<file path="src/rtl/lutram_frame_ctrl_pkg.sv">
// lutram_frame_ctrl_pkg: shared NPU frame constants and sequencer state encoding
package lutram_frame_ctrl_pkg;
  localparam int BIT_DEPTH = 8;
  localparam int ADDR_WIDTH = 10;
  localparam int DEPTH = 784;
  typedef enum logic [1:0] {LOAD, STREAM, DRAIN} state_t;
endpackage

</file>
<file path="src/rtl/lutram_frame_ctrl_out_stage.sv">
// frame_out_stage: output register with valid/ready hold; drops valid when drained with no new load
module frame_out_stage #(
  parameter int BIT_DEPTH = 8,
  parameter int PASS_WIDTH = 8
) (
  input  logic                  clk,
  input  logic                  rst_n,
  input  logic                  src_valid,
  input  logic [BIT_DEPTH-1:0]  src_data,
  input  logic                  src_last,
  input  logic [PASS_WIDTH-1:0] src_pass,
  input  logic                  out_ready,
  output logic                  can_load,
  output logic                  out_valid,
  output logic [BIT_DEPTH-1:0]  out_data,
  output logic                  out_last,
  output logic [PASS_WIDTH-1:0] out_pass
);
  assign can_load = !out_valid || out_ready;
  always_ff @(posedge clk) begin
    if (!rst_n) begin
      out_valid <= 1'b0;
      out_data  <= '0;
      out_last  <= 1'b0;
      out_pass  <= '0;
    end else if (src_valid && can_load) begin
      out_valid <= 1'b1;
      out_data  <= src_data;
      out_last  <= src_last;
      out_pass  <= src_pass;
    end else if (out_ready) begin
      out_valid <= 1'b0;
    end
  end
endmodule

</file>
<file path="src/rtl/lutram_frame_ctrl.sv">
// lutram_frame_ctrl: loads one frame into the input LUTRAM, then replays it num_passes times
module lutram_frame_ctrl #(
  parameter int BIT_DEPTH  = lutram_frame_ctrl_pkg::BIT_DEPTH,
  parameter int ADDR_WIDTH = lutram_frame_ctrl_pkg::ADDR_WIDTH,
  parameter int DEPTH      = lutram_frame_ctrl_pkg::DEPTH,
  parameter int PASS_WIDTH = 8
) (
  input  logic                  clk,
  input  logic                  rst_n,
  input  logic                  in_valid,
  input  logic [BIT_DEPTH-1:0]  in_data,
  output logic                  in_ready,
  input  logic [PASS_WIDTH-1:0] num_passes,
  output logic                  ram_wr_en,
  output logic [ADDR_WIDTH-1:0] ram_wr_addr,
  output logic [BIT_DEPTH-1:0]  ram_wr_data,
  output logic [ADDR_WIDTH-1:0] ram_rd_addr,
  input  logic [BIT_DEPTH-1:0]  ram_rd_data,
  output logic                  out_valid,
  output logic [BIT_DEPTH-1:0]  out_data,
  output logic                  out_last,
  input  logic                  out_ready,
  output logic [PASS_WIDTH-1:0] out_pass,
  output logic                  frame_done
);
  import lutram_frame_ctrl_pkg::*;
  state_t state, state_nxt;
  logic [ADDR_WIDTH-1:0] wcnt, rptr;
  logic [PASS_WIDTH-1:0] pcnt, passes;
  logic can_load, ld, wr_last, rd_last, pass_last, done_hs;
  assign in_ready    = state == LOAD;
  assign ram_wr_en   = in_valid && in_ready;
  assign ram_wr_addr = wcnt;
  assign ram_wr_data = in_data;
  assign ram_rd_addr = rptr;
  assign ld          = state == STREAM && can_load;
  assign wr_last     = wcnt == ADDR_WIDTH'(DEPTH - 1);
  assign rd_last     = rptr == ADDR_WIDTH'(DEPTH - 1);
  assign pass_last   = pcnt == passes - PASS_WIDTH'(1);
  assign done_hs     = state == DRAIN && out_valid && out_ready;
  always_comb begin
    state_nxt = state;
    state_nxt = state == LOAD   ? (ram_wr_en && wr_last ? STREAM : LOAD) :
                state == STREAM ? (ld && rd_last && pass_last ? DRAIN : STREAM) :
                                  (done_hs ? LOAD : DRAIN);
  end
  always_ff @(posedge clk) state <= !rst_n ? LOAD : state_nxt;
  always_ff @(posedge clk) begin
    if (!rst_n) begin
      wcnt       <= '0;
      rptr       <= '0;
      pcnt       <= '0;
      passes     <= '0;
      frame_done <= 1'b0;
    end else begin
      frame_done <= done_hs;
      if (ram_wr_en) wcnt <= wr_last ? '0 : wcnt + 1'b1;
      if (ram_wr_en && wr_last) begin
        passes <= num_passes == '0 ? PASS_WIDTH'(1) : num_passes;
        rptr   <= '0;
        pcnt   <= '0;
      end
      // the final pixel of the final pass leaves rptr parked until the next frame
      if (ld && !(rd_last && pass_last)) begin
        rptr <= rd_last ? '0 : rptr + 1'b1;
        if (rd_last) pcnt <= pcnt + 1'b1;
      end
    end
  end
  frame_out_stage #(.BIT_DEPTH(BIT_DEPTH), .PASS_WIDTH(PASS_WIDTH)) u_out (
    .clk(clk),
    .rst_n(rst_n),
    .src_valid(state == STREAM),
    .src_data(ram_rd_data),
    .src_last(rd_last),
    .src_pass(pcnt),
    .out_ready(out_ready),
    .can_load(can_load),
    .out_valid(out_valid),
    .out_data(out_data),
    .out_last(out_last),
    .out_pass(out_pass)
  );
endmodule

</file>
<file path="config.mk">
export PLATFORM = sky130hd
export DESIGN_NAME = lutram_frame_ctrl
export DESIGN_NICKNAME = d
export VERILOG_FILES = /design/src/rtl/lutram_frame_ctrl_pkg.sv /design/src/rtl/lutram_frame_ctrl_out_stage.sv /design/src/rtl/lutram_frame_ctrl.sv
export SDC_FILE = /design/constraint.sdc
export NUM_CORES = 1
export LEC_CHECK = 0
export CAP_MARGIN = 10
export CORE_MARGIN = 3
export CORE_UTILIZATION = 40
export DETAILED_ROUTE_END_ITERATION = 10
export PLACE_DENSITY = 0.8
export SLEW_MARGIN = 5
export SYNTH_ARGS = -nofsm -noshare
export SYNTH_HDL_FRONTEND = slang
export SYNTH_HIERARCHICAL = 1
export SYNTH_SLANG_ARGS = --single-unit
</file>
<file path="constraint.sdc">
create_clock -name clk -period 1.9 [get_ports clk]
set_input_delay 0.38 -clock clk [delete_from_list [all_inputs] [get_ports clk]]
set_output_delay 0.38 -clock clk [all_outputs]
set_load 0.1 [all_outputs]
</file>
==> key figures, run 1 <==
Status
  – Status: finished with violations
  – Failing checks: setup timing

Clock network
  – Worst skew pair latency: 350 ps
  – H-Tree Depth: 3
  – CTS Hold Bufs: 0
  – Clk slew on worst S/H paths: 70 ps
  – Num CTS Buffers: 9
  – Root Driver: clkbuf_8
  – CTS tree: done
  – Maximum root-to-sink buffer count: 2
  – Num Clock Sinks: 57

STA
  – TNS Setup: -1370 ps
  – Max frequency: 494 MHz
  – Period utilization: 107%
  – Final slew viol count: 0
  – Final hold violations: 0
  – Worst Tran Pin Value: 543 ps
  – Final min period: 2030 ps
  – RSZ-0062 raised after global routing: yes
  – Worst rel slew slack: 63.6%
  – Final worst-path setup slack: -125 ps
  – Max Clock Skew: 9.26 ps
  – Final hold slack: 392 ps
  – Final setup viols: 18

Floorplanning
  – Die area: 8360 um2
  – Io pins: 77
  – Starting density of the core: 42.0%
  – Core Area: 6940 um2
  – Row Count: 30
  – Die width: 91.4 um
  – Die height: 91.4 um

Power and ir drop
  – Comb pwr share: 6.2%
  – P_int: 0.00202 W
  – P_leak: 1.65 nW
  – Maximum VDD drop: 0.000420 V
  – Pwr dens: 605 nW/um2
  – Clock group share of total power: 48.3%
  – Reg power frac: 45.5%
  – Switch Pwr: 0.000622 W
  – Net Sw Frac: 23.6%

Yosys
  – Cell Area, Synth: 2920 um2
  – Mean Syn Cell Area: 8.59 um2
  – Synth Instances: 340
  – Cell variety after synth: 56
  – Syn. warnings: 6
  – Post-synth EDFFs: 0
  – Seq/Total Area, Yosys: 39.1%
  – Ys flop type: dfxtp_1
  – Syn Nets: 372
  – #FFs+latches synth: 57
  – Post-synth ARST share: 0%

Drt
  – Wire per inst: 14.8 um
  – Drt total wl: 7850 um
  – DRC violation count after routing: 0
  – DR iter-0 viols: 106
  – DR vias/cell: 5.29
  – Routed vias: 2,807
  – DRT Pass-1 Iters: 4
  – Antenna Violating Nets Remaining: 0

Layout
  – Final Non-Filler Cells: 531
  – Final #Nets: 462
  – Proportion of layout cells with a drive suffix above 1: 33.8%
  – Commonest non-fill, non-tap cell in the layout: nand2_1
  – Ant diodes: 0
  – Final design utilization: 62.8%
  – Area delta synth->final: 49.4%
  – Most frequent cells in the layout: nand2_1 (69), buf_4 (58), dfxtp_1 (44)
  – # fillers: 554

Worst setup path
  – Worst EP arrival: 2300 ps
  – WS Path Type: flip-flop to flip-flop
  – Critical Path End Type: flip-flop
  – Startpoint Class: flip-flop
  – Required @ worst endpoint: 2170 ps
  – Critical-path maximum fanout: 5

Global route
  – Initial antenna violation count: 0
  – Global-route wire length before repair: 13,000 um
  – Largest net degree at the start of global routing: 48
  – Total GRT Usage: 19.2%
  – Residual overflow from global routing: 0
  – Vias in the first global route: 2,815

Worst hold path
  – Hold WC Path Type: input port to flip-flop

Place
  – RePlAce Congestion: 0.852
  – Post-detail-place hpwl: 5240 um
  – Placed Cells incl. Taps: 512
  – Port bufs: 60
  – Pre-CTS setup slack: -215 ps

Job
  – MaxCap Viol Count: 0
-- critical path: stages, from the launching register on --
cell and delay (ps):
dfxtp_2 340, inv_2 50, ha_4 170, o21ba_1 180
a22oi_2 170, mux2i_2 120, a2111oi_4 440, buf_6 200
o21ai_4 90, a31oi_1 180
-- flip-flops by register name, indices dropped and copies added (netlist names) --
signal,flops
u_out/out_valid,1
ram_rd_addr,10
u_out/out_pass,8
ram_wr_addr,10
frame_done,1
pcnt,8
u_out/out_last,1
u_out/out_data,8
state,2
passes,8
-- cells in the mapped netlist, types with 4 or more instances --
cell type,count,share of area [%]
nand2_1,70,9.0
dfxtp_1,57,39
nor2_1,20,2.6
mux2i_1,19,6.5
nand3_1,18,3.1
xor2_1,14,4.2
a21oi_1,12,2.1
o21ai_0,12,2.1
xnor2_1,9,2.7
and3_1,8,1.7
buf_4,8,2.1
a31oi_1,6,1.3
buf_2,6,1.0
inv_1,6,0.77
nor3_1,6,1.0
o21ai_1,5,0.86
clkbuf_1,4,0.51
ha_1,4,1.7
nand2b_1,4,0.86
o311ai_0,4,1.2
-- area by class of cell --
type	instances	area, um2	area share (%)
Clock buffer	12	176	4.05
Clock inverter	4	47.5	1.09
Inverter	7	26.3	0.603
Multi-Input combinational cell	254	1730	39.7
Sequential cell	57	1170	26.8
Tap cell	96	120	2.75
Timing Repair Buffer	101	1090	25.1
-- repair_timing --
action | in CTS | in global routing
gates cloned | 1 | 0
gates resized for setup | 22 | 12
setup endpoints to repair | 20 | 20
buffers inserted | 1 | 1
pin swaps | 18 | 5
-- through the flow --
step | cell area (um2) | total power (W)
after floorplan | 3000 | 0.00139
after global placement | 4010 | 0.00139
after detailed placement | 4010 | 0.00139
after CTS | 4310 | 0.00265
after global routing | 4360 | 0.00271
final | 4360 | 0.00264
-- cells by family after synthesis --
| kind of cell | Yosys count | synth area share [%] |
|---|---|---|
| and+or+nand+nor | 153 | 26.0 |
| DFF | 57 | 39.1 |
| AOI/OAI and AO/OA | 54 | 13.2 |
| buffers and inverters | 30 | 6.60 |
| xor gates and xnor gates | 23 | 6.90 |
| muxes | 19 | 6.52 |
| adders and majority gates | 4 | 1.71 |
-- power by group through the flow --
stage,sequential (W),clock [W],combinational (W)
floorplan,0.00126,0,0.000130
global placement,0.00123,0,0.000158
detailed placement,0.00123,0,0.000161
CTS,0.00120,0.00128,0.000162
global route,0.00120,0.00134,0.000171
finish,0.00120,0.00128,0.000163
-- metal layers --
metal | track usage (%) | part of all wire, % | vias up
met5 | 0 | 0 | -
met4 | 9.67 | 2.8 | 0
met3 | 5.30 | 6.6 | 22
met2 | 31.8 | 49 | 92
met1 | 22.6 | 41 | 1329
li1 | - | - | 1364
-- path summary, 6_finish.rpt --
kind,from,to,slack [ps],depth (start not counted)
worst max-delay path,passes[0],ram_rd_addr[4],-130,9
worst min-delay path,rst_n,ram_wr_addr[0],390,3
worst max register to register,passes[0],ram_rd_addr[4],-130,9
worst min register to register,u_out/out_data[6],u_out/out_data[6],460,2
Power figures use the tool's default switching activity.
==> inputs of run 2 (changes only) <==
--- a/config.mk
+++ b/config.mk
@@ -9,6 +9,8 @@
 export CORE_MARGIN = 3
 export CORE_UTILIZATION = 40
 export DETAILED_ROUTE_END_ITERATION = 10
+export GPL_ROUTABILITY_DRIVEN = 0
+export GPL_TIMING_DRIVEN = 0
 export PLACE_DENSITY = 0.8
 export SLEW_MARGIN = 5
 export SYNTH_ARGS = -nofsm -noshare
==> run 2 against run 1 <==
Net effect: the run still ends with setup timing left; sequential power about the same; final cell count up 0.56%; utilization down 1.7 points; critical path type unchanged.
==> key figures, run 2 (synthesized netlist as in run 1, its figures left out) <==
Status
  – Status: finished with violations
  – Failing checks: setup timing

STA
  – Period utilization: 108% (+1.8 points)
  – Max frequency: 485 MHz (-1.7%)
  – RSZ-0062 raised after global routing: yes
  – Final worst-path setup slack: -160 ps (-34.6 ps)
  – Final min period: 2060 ps (+34.6 ps)
  – TNS Setup: -1640 ps (-268 ps)
  – Final slew viol count: 0 (unchanged)
  – Final hold violations: 0 (unchanged)
  – Worst rel slew slack: 36.0% (-28 points)
  – Worst Tran Pin Value: 965 ps (+421 ps)
  – Final setup viols: 20 (+2)
  – Max Clock Skew: 10.3 ps (+1.07 ps)

Power and ir drop
  – Comb pwr share: 9.7% (+3.5 points)
  – Pwr dens: 598 nW/um2 (-1.1%)
  – Maximum VDD drop: 0.000608 V (+45%)
  – Net Sw Frac: 25.2% (+1.7 points)
  – P_int: 0.00190 W (-5.8%)
  – P_leak: 1.54 nW (-6.6%)
  – Clock group share of total power: 43.1% (-5.2 points)
  – Switch Pwr: 0.000641 W (+3.1%)
  – Reg power frac: 47.1% (+1.6 points)

Global route
  – Largest net degree at the start of global routing: 11 (-77%)
  – Most Crowded Layer GR: met2
  – Initial antenna violation count: 0 (unchanged)
  – Met3 GRT Util: 4.06% (-1.2 points)
  – Total GRT Usage: 17.2% (-2.0 points)
  – Vias in the first global route: 2,645 (-6.0%)
  – Grt met2 use: 28.2% (-3.6 points)
  – Met1 usage: 21.2% (-1.4 points)
  – Global-route wire length before repair: 11,900 um (-8.7%)
  – Residual overflow from global routing: 0 (unchanged)

Layout
  – Commonest non-fill, non-tap cell in the layout: nand2_1
  – Cell area after layout: 4250 um2 (-2.6%)
  – Most frequent cells in the layout: nand2_1 (68), dfxtp_1 (43), clkdlybuf4s15_2 (26)
  – Area delta synth->final: 45.4%
  – Multi-input combinational cell area: 1760 um2 (+1.8%)
  – Final Non-Filler Cells: 534 (+0.56%)
  – Proportion of layout cells with a drive suffix above 1: 30.4% (-3.4 points)
  – Ant diodes: 0 (unchanged)
  – # fillers: 578 (+4.3%)
  – Final #Nets: 467 (+1.1%)
  – Register area: 1170 um2 (+0.32%)

Clock network
  – H-Tree Depth: 3 (unchanged)
  – Num CTS Buffers: 9 (unchanged)
  – CTS tree: done
  – Worst skew pair latency: 340 ps (about the same)
  – Num Clock Sinks: 57 (unchanged)
  – Maximum root-to-sink buffer count: 2 (unchanged)
  – Root Driver: clkbuf_8
  – Clk slew on worst S/H paths: 70 ps (about the same)

Worst setup path
  – Worst EP arrival: 2320 ps (+20 ps)
  – Capture point of the worst reg-to-reg path: ram_rd_addr[2]
  – Critical Path End Type: flip-flop
  – WS Path Type: flip-flop to flip-flop
  – Slowest-stage cell, CP: a2111o_1
  – Crit path buf inv count: 3 (+1)
  – CP dominant cell by count: buf_6
  – Critical-path maximum fanout: 10 (+5)
  – Startpoint Class: flip-flop
  – CP Cell Sequence: buf_2, o21ba_1, a22oi_1, mux2i_1, a2111oi_4, buf_6, buf_6, a2111o_1, o21ai_1
  – RR Startpoint: pcnt[2]
  – Worst path max stage delay: 380 ps (-60 ps)
  – R2R setup slack: -160 ps (-30 ps)
  – Top Family by Delay on Critical Path: compound AO/OA/AOI/OAI gates
  – Required @ worst endpoint: 2160 ps (about the same)
  – R2R depth: 9 (unchanged)

Floorplanning
  – Die area: 8360 um2 (unchanged)
  – Die height: 91.4 um (unchanged)
  – Row Count: 30 (unchanged)
  – Core Area: 6940 um2 (unchanged)
  – Starting density of the core: 42.0% (unchanged)
  – Die width: 91.4 um (unchanged)
  – Io pins: 77 (unchanged)

Drt
  – DRT Pass-1 Iters: 4 (unchanged)
  – Routed vias: 2,756 (-1.8%)
  – Wire per inst: 14.2 um (-3.7%)
  – DRC violation count after routing: 0 (unchanged)
  – DR iter-0 viols: 183 (+73%)
  – Antenna Violating Nets Remaining: 0 (unchanged)
  – Drt total wl: 7610 um (-3.1%)
  – DR vias/cell: 5.16 (-2.4%)

Worst hold path
  – Worst hold stages: 2 (-1)
  – Hold WC Path Type: flip-flop to flip-flop
  – Hold EP: u_out/out_data[0]
  – Worst hold start: u_out/out_data[0]

Place
  – Port bufs: 68 (+13%)
  – Placed Cells incl. Taps: 504 (-1.6%)
  – Placed inst area: 3800 um2 (-5.3%)
  – Post-detail-place hpwl: 5120 um (-2.3%)

Job
  – MaxCap Viol Count: 0 (unchanged)
==> run 2: cell types whose count changed in the layout (fill, tap and decap cells not counted), sizes merged <==
cell | before | now
dlygate4sd2 | 0 | 9
dlymetal6s2s | 0 | 1
buf | 83 | 34
clkbuf | 12 | 22
clkinv | 3 | 2
clkdlybuf4s15 | 0 | 33
==> run 2: worst register-to-register path, cell delays in order (launching register included) <==
cell and delay [ps]:
dfxtp_1 350, buf_2 220, o21ba_1 190, a22oi_1 90, mux2i_1 280, a2111oi_4 100, buf_6 160, buf_6 120
a2111o_1 380, o21ai_1 100
==> run 2: power by group through the flow <==
stage / clock, W / sequential (W) / combinational (W)
3_3_place_gp: 0 / 0.00123 / 0.000244
5_1_grt: 0.00116 / 0.00120 / 0.000258
3_5_place_dp: 0 / 0.00123 / 0.000246
4_1_cts: 0.00111 / 0.00120 / 0.000239
6_report: 0.00110 / 0.00120 / 0.000247
2_1_floorplan: 0 / 0.00126 / 0.000130
==> run 2: how the worst max path moves through the flow <==
stage	start	to	depth (start not counted)
detailed placement	in_valid	ram_wr_en	3
global route	passes[1]	ram_rd_addr[2]	10
floorplan	in_valid	pcnt[3]	6
global placement	in_valid	ram_wr_en	3
CTS	ram_rd_addr[0]	state[1]	9
finish	pcnt[2]	ram_rd_addr[2]	9
==> run 2: layer usage <==
metal / up-vias / routed length [um]
li1: 1369 / -
met1: 1304 / 3390
met2: 69 / 3760
met3: 14 / 327
met4: 0 / 127
met5: - / 0
==> run 2: stage by stage <==
step	hold slack (ps)	util, %	setup slack [ps]	total power, W
2_1_floorplan	435	-	-583	0.00139
3_3_place_gp	440	54.7	-852	0.00147
3_5_place_dp	447	54.7	-845	0.00147
4_1_cts	457	59.5	-96.0	0.00255
5_1_grt	484	61.1	-235	0.00261
6_report	456	61.1	-160	0.00254
==> run 2: repair_timing <==
| action | 4_1_cts | 5_1_grt |
|---|---|---|
| resized for setup | 139 | 35 |
| pin swaps | 21 | 18 |
| hold buffers | 0 | 0 |
| cloned | 2 | 0 |
| buffers inserted | 9 | 5 |
| setup endpoints to repair | 69 | 38 |
==> run 2: area by class of cell <==
class | instances | share of cell area [%]
Multi-Input combinational cell | 254 | 41.5
Sequential cell | 57 | 27.6
Timing Repair Buffer | 83 | 18.8
Buffer | 23 | 4.21
Clock buffer | 11 | 3.33
Tap cell | 96 | 2.83
Clock inverter | 3 | 1.00
Inverter | 7 | 0.707
==> inputs of run 3 (changes only) <==
--- a/config.mk
+++ b/config.mk
@@ -6,12 +6,12 @@
 export NUM_CORES = 1
 export LEC_CHECK = 0
 export CAP_MARGIN = 10
-export CORE_MARGIN = 3
-export CORE_UTILIZATION = 40
+export CORE_MARGIN = 2
+export CORE_UTILIZATION = 44
 export DETAILED_ROUTE_END_ITERATION = 10
 export GPL_ROUTABILITY_DRIVEN = 0
 export GPL_TIMING_DRIVEN = 0
-export PLACE_DENSITY = 0.8
+export PLACE_DENSITY = 0.86
 export SLEW_MARGIN = 5
 export SYNTH_ARGS = -nofsm -noshare
 export SYNTH_HDL_FRONTEND = slang
==> run 3 against run 2 <==
Net effect: the flow still finishes with violations (setup timing); wire length grew 12%; flip-flop and latch count is the same; final area grew 2.5%; clock-buffer cell count grew 1; hold slack gained 4.4 ps.
==> key figures, run 3 (synthesized netlist as in run 1, its figures left out) <==
Status
  – Status: finished with violations
  – Failing checks: setup timing

Clock network
  – CTS tree: done
  – CTS Hold Bufs: 0 (unchanged)
  – Root Driver: clkbuf_8
  – Num CTS Buffers: 9 (unchanged)
  – Worst skew pair latency: 350 ps (about the same)
  – Num Clock Sinks: 57 (unchanged)
  – H-Tree Depth: 3 (unchanged)
  – Clk slew on worst S/H paths: 70 ps (about the same)
  – Maximum root-to-sink buffer count: 2 (unchanged)

Worst setup path
  – Slowest-stage cell, CP: a2111oi_4
  – Startpoint Class: flip-flop
  – CP Cell Sequence: inv_2, ha_4, nor2b_4, a21oi_1, nand3b_1, a2111oi_4, buf_6, buf_6, a2111o_1, o21ai_1
  – R2R setup slack: -200 ps (-40 ps)
  – Worst EP arrival: 2340 ps (+20 ps)
  – Required @ worst endpoint: 2130 ps (-30 ps)
  – RR Startpoint: passes[1]
  – Critical Path End Type: flip-flop
  – Worst path max stage delay: 450 ps (+70 ps)
  – CP dominant cell by count: buf_6
  – Capture point of the worst reg-to-reg path: ram_rd_addr[2]
  – R2R depth: 10 (+1)
  – Critical-path maximum fanout: 6 (-4)
  – WS Path Type: flip-flop to flip-flop

Worst hold path
  – Hold WC Path Type: flip-flop to flip-flop
  – Worst hold start: u_out/out_data[2]
  – Worst hold stages: 2 (unchanged)
  – Hold EP: u_out/out_data[2]

STA
  – Max Clock Skew: 7.38 ps (-2.95 ps)
  – Final min period: 2100 ps (+40.4 ps)
  – Final worst-path setup slack: -200 ps (-40.4 ps)
  – Max frequency: 476 MHz (-1.9%)
  – Worst rel slew slack: 36.6% (+0.64 points)
  – Worst Tran Pin Value: 955 ps (-9.70 ps)
  – Period utilization: 111% (+2.1 points)
  – Final setup viols: 20 (unchanged)
  – RSZ-0062 raised after global routing: yes
  – Final hold violations: 0 (unchanged)
  – TNS Setup: -2670 ps (-1030 ps)
  – Final slew viol count: 0 (unchanged)

Job
  – MaxCap Viol Count: 0 (unchanged)

Layout
  – Ant diodes: 0 (unchanged)
  – Area delta synth->final: 49.1%
  – Commonest non-fill, non-tap cell in the layout: nand2_1
  – # fillers: 476 (-18%)
  – Final #Nets: 468 (+0.21%)
  – Cell area after layout: 4350 um2 (+2.5%)
  – Most frequent cells in the layout: nand2_1 (67), dfxtp_1 (39), clkdlybuf4s15_2 (31)
  – Proportion of layout cells with a drive suffix above 1: 34.7% (+4.3 points)

Floorplanning
  – Die area: 7300 um2 (-13%)
  – Die width: 85.5 um (-6.5%)
  – Io pins: 77 (unchanged)
  – Die height: 85.5 um (-6.5%)
  – Core Area: 6390 um2 (-8.0%)
  – Starting density of the core: 45.7% (+3.7 points)
  – Row Count: 29 (-3.3%)

Place
  – Placed inst area: 3770 um2 (-0.63%)
  – Post-detail-place hpwl: 5180 um (+1.1%)
  – Port bufs: 68 (unchanged)

Power and ir drop
  – Pwr dens: 643 nW/um2 (+7.5%)
  – Maximum VDD drop: 0.000468 V (-23%)
  – Net Sw Frac: 24.1% (-1.2 points)
  – Reg power frac: 42.8% (-4.3 points)
  – Switch Pwr: 0.000674 W (+5.2%)
  – Comb pwr share: 8.8% (-0.9 points)
  – Clock group share of total power: 48.4% (+5.3 points)
  – P_int: 0.00213 W (+12%)
  – P_leak: 1.57 nW (+1.9%)

Drt
  – DR iter-0 viols: 162 (-11%)
  – Routed vias: 2,888 (+4.8%)
  – Drt total wl: 8490 um (+12%)
  – Wire per inst: 16.4 um (+15%)
  – DR vias/cell: 5.58 (+8.0%)
  – DRC violation count after routing: 0 (unchanged)
  – DRT Pass-1 Iters: 4 (unchanged)
  – Antenna Violating Nets Remaining: 0 (unchanged)

Global route
  – Largest net degree at the start of global routing: 11 (unchanged)
  – Residual overflow from global routing: 0 (unchanged)
  – Vias in the first global route: 2,836 (+7.2%)
  – Total GRT Usage: 23.4% (+6.2 points)
  – Global-route wire length before repair: 13,500 um (+14%)
  – Initial antenna violation count: 0 (unchanged)
-- run 3: changes by cell type in the layout (fill, tap and decap cells not counted), moves of 2 or more --
cell             previous run  this run
nor2_1                     16        18
buf_8                       1         3
clkbuf_2                    6         8
nor2_2                      4         2
dfxtp_1                    43        39
clkdlybuf4s15_2            26        31
clkdlybuf4s15_1             7         1
dfxtp_2                     9        14
inv_2                       1         3
-- run 3: worst max path at each step --
stage,start,to,slack (ps),depth (start not counted)
floorplan,in_valid,pcnt[3],-580,6
global placement,in_valid,ram_wr_en,-850,3
detailed placement,in_valid,ram_wr_en,-850,3
CTS,ram_rd_addr[0],ram_rd_addr[5],-150,9
global route,passes[1],ram_rd_addr[2],-290,10
finish,passes[1],ram_rd_addr[2],-200,10
-- run 3: area by class of cell --
type	instances	area, um2	area share (%)
Buffer	23	190	4.37
Timing Repair Buffer	84	805	18.5
Multi-Input combinational cell	254	1820	41.8
Inverter	7	30.0	0.690
Clock inverter	4	72.6	1.67
Clock buffer	12	166	3.82
Sequential cell	57	1170	27.0
Tap cell	77	96.3	2.21
-- run 3: per-layer routing --
layer	routed length, um	track usage (%)
met1	3400	26.2
met4	317	11.1
met2	4350	41.7
met3	423	5.45
met5	0	0
-- run 3: timing repair --
| action | in CTS | in global routing |
|---|---|---|
| pin swaps | 25 | 10 |
| setup endpoints to repair | 69 | 42 |
| gates cloned | 2 | 0 |
| gates resized for setup | 160 | 41 |
| buffers inserted | 9 | 6 |
-- run 3: metrics by stage --
step	instances	util, %	hold slack (ps)	worst slack (ps)	power, W
after floorplan	340	-	435	-583	0.00139
after global placement	485	59.1	434	-847	0.00147
after detailed placement	485	59.1	449	-854	0.00147
after CTS	512	66.6	464	-153	0.00280
after global routing	518	68.2	480	-287	0.00288
final	518	68.2	461	-200	0.00280
-- run 3: power groups by stage --
stage | sequential [W] | combinational, W | clock (W)
6_report | 0.00120 | 0.000248 | 0.00135
5_1_grt | 0.00120 | 0.000259 | 0.00143
4_1_cts | 0.00120 | 0.000240 | 0.00136
3_5_place_dp | 0.00123 | 0.000246 | 0
3_3_place_gp | 0.00123 | 0.000243 | 0
2_1_floorplan | 0.00126 | 0.000130 | 0
-- run 3: critical path: cells and delay by family (launching register included) --
family                   cells  cell delay, ps
AO/OA/AOI/OAI                4             660
adder cells (fa/ha/maj)      1             170
flip-flops                   1             330
buffers and inverters        3             410
AND/OR/NAND/NOR              2             400
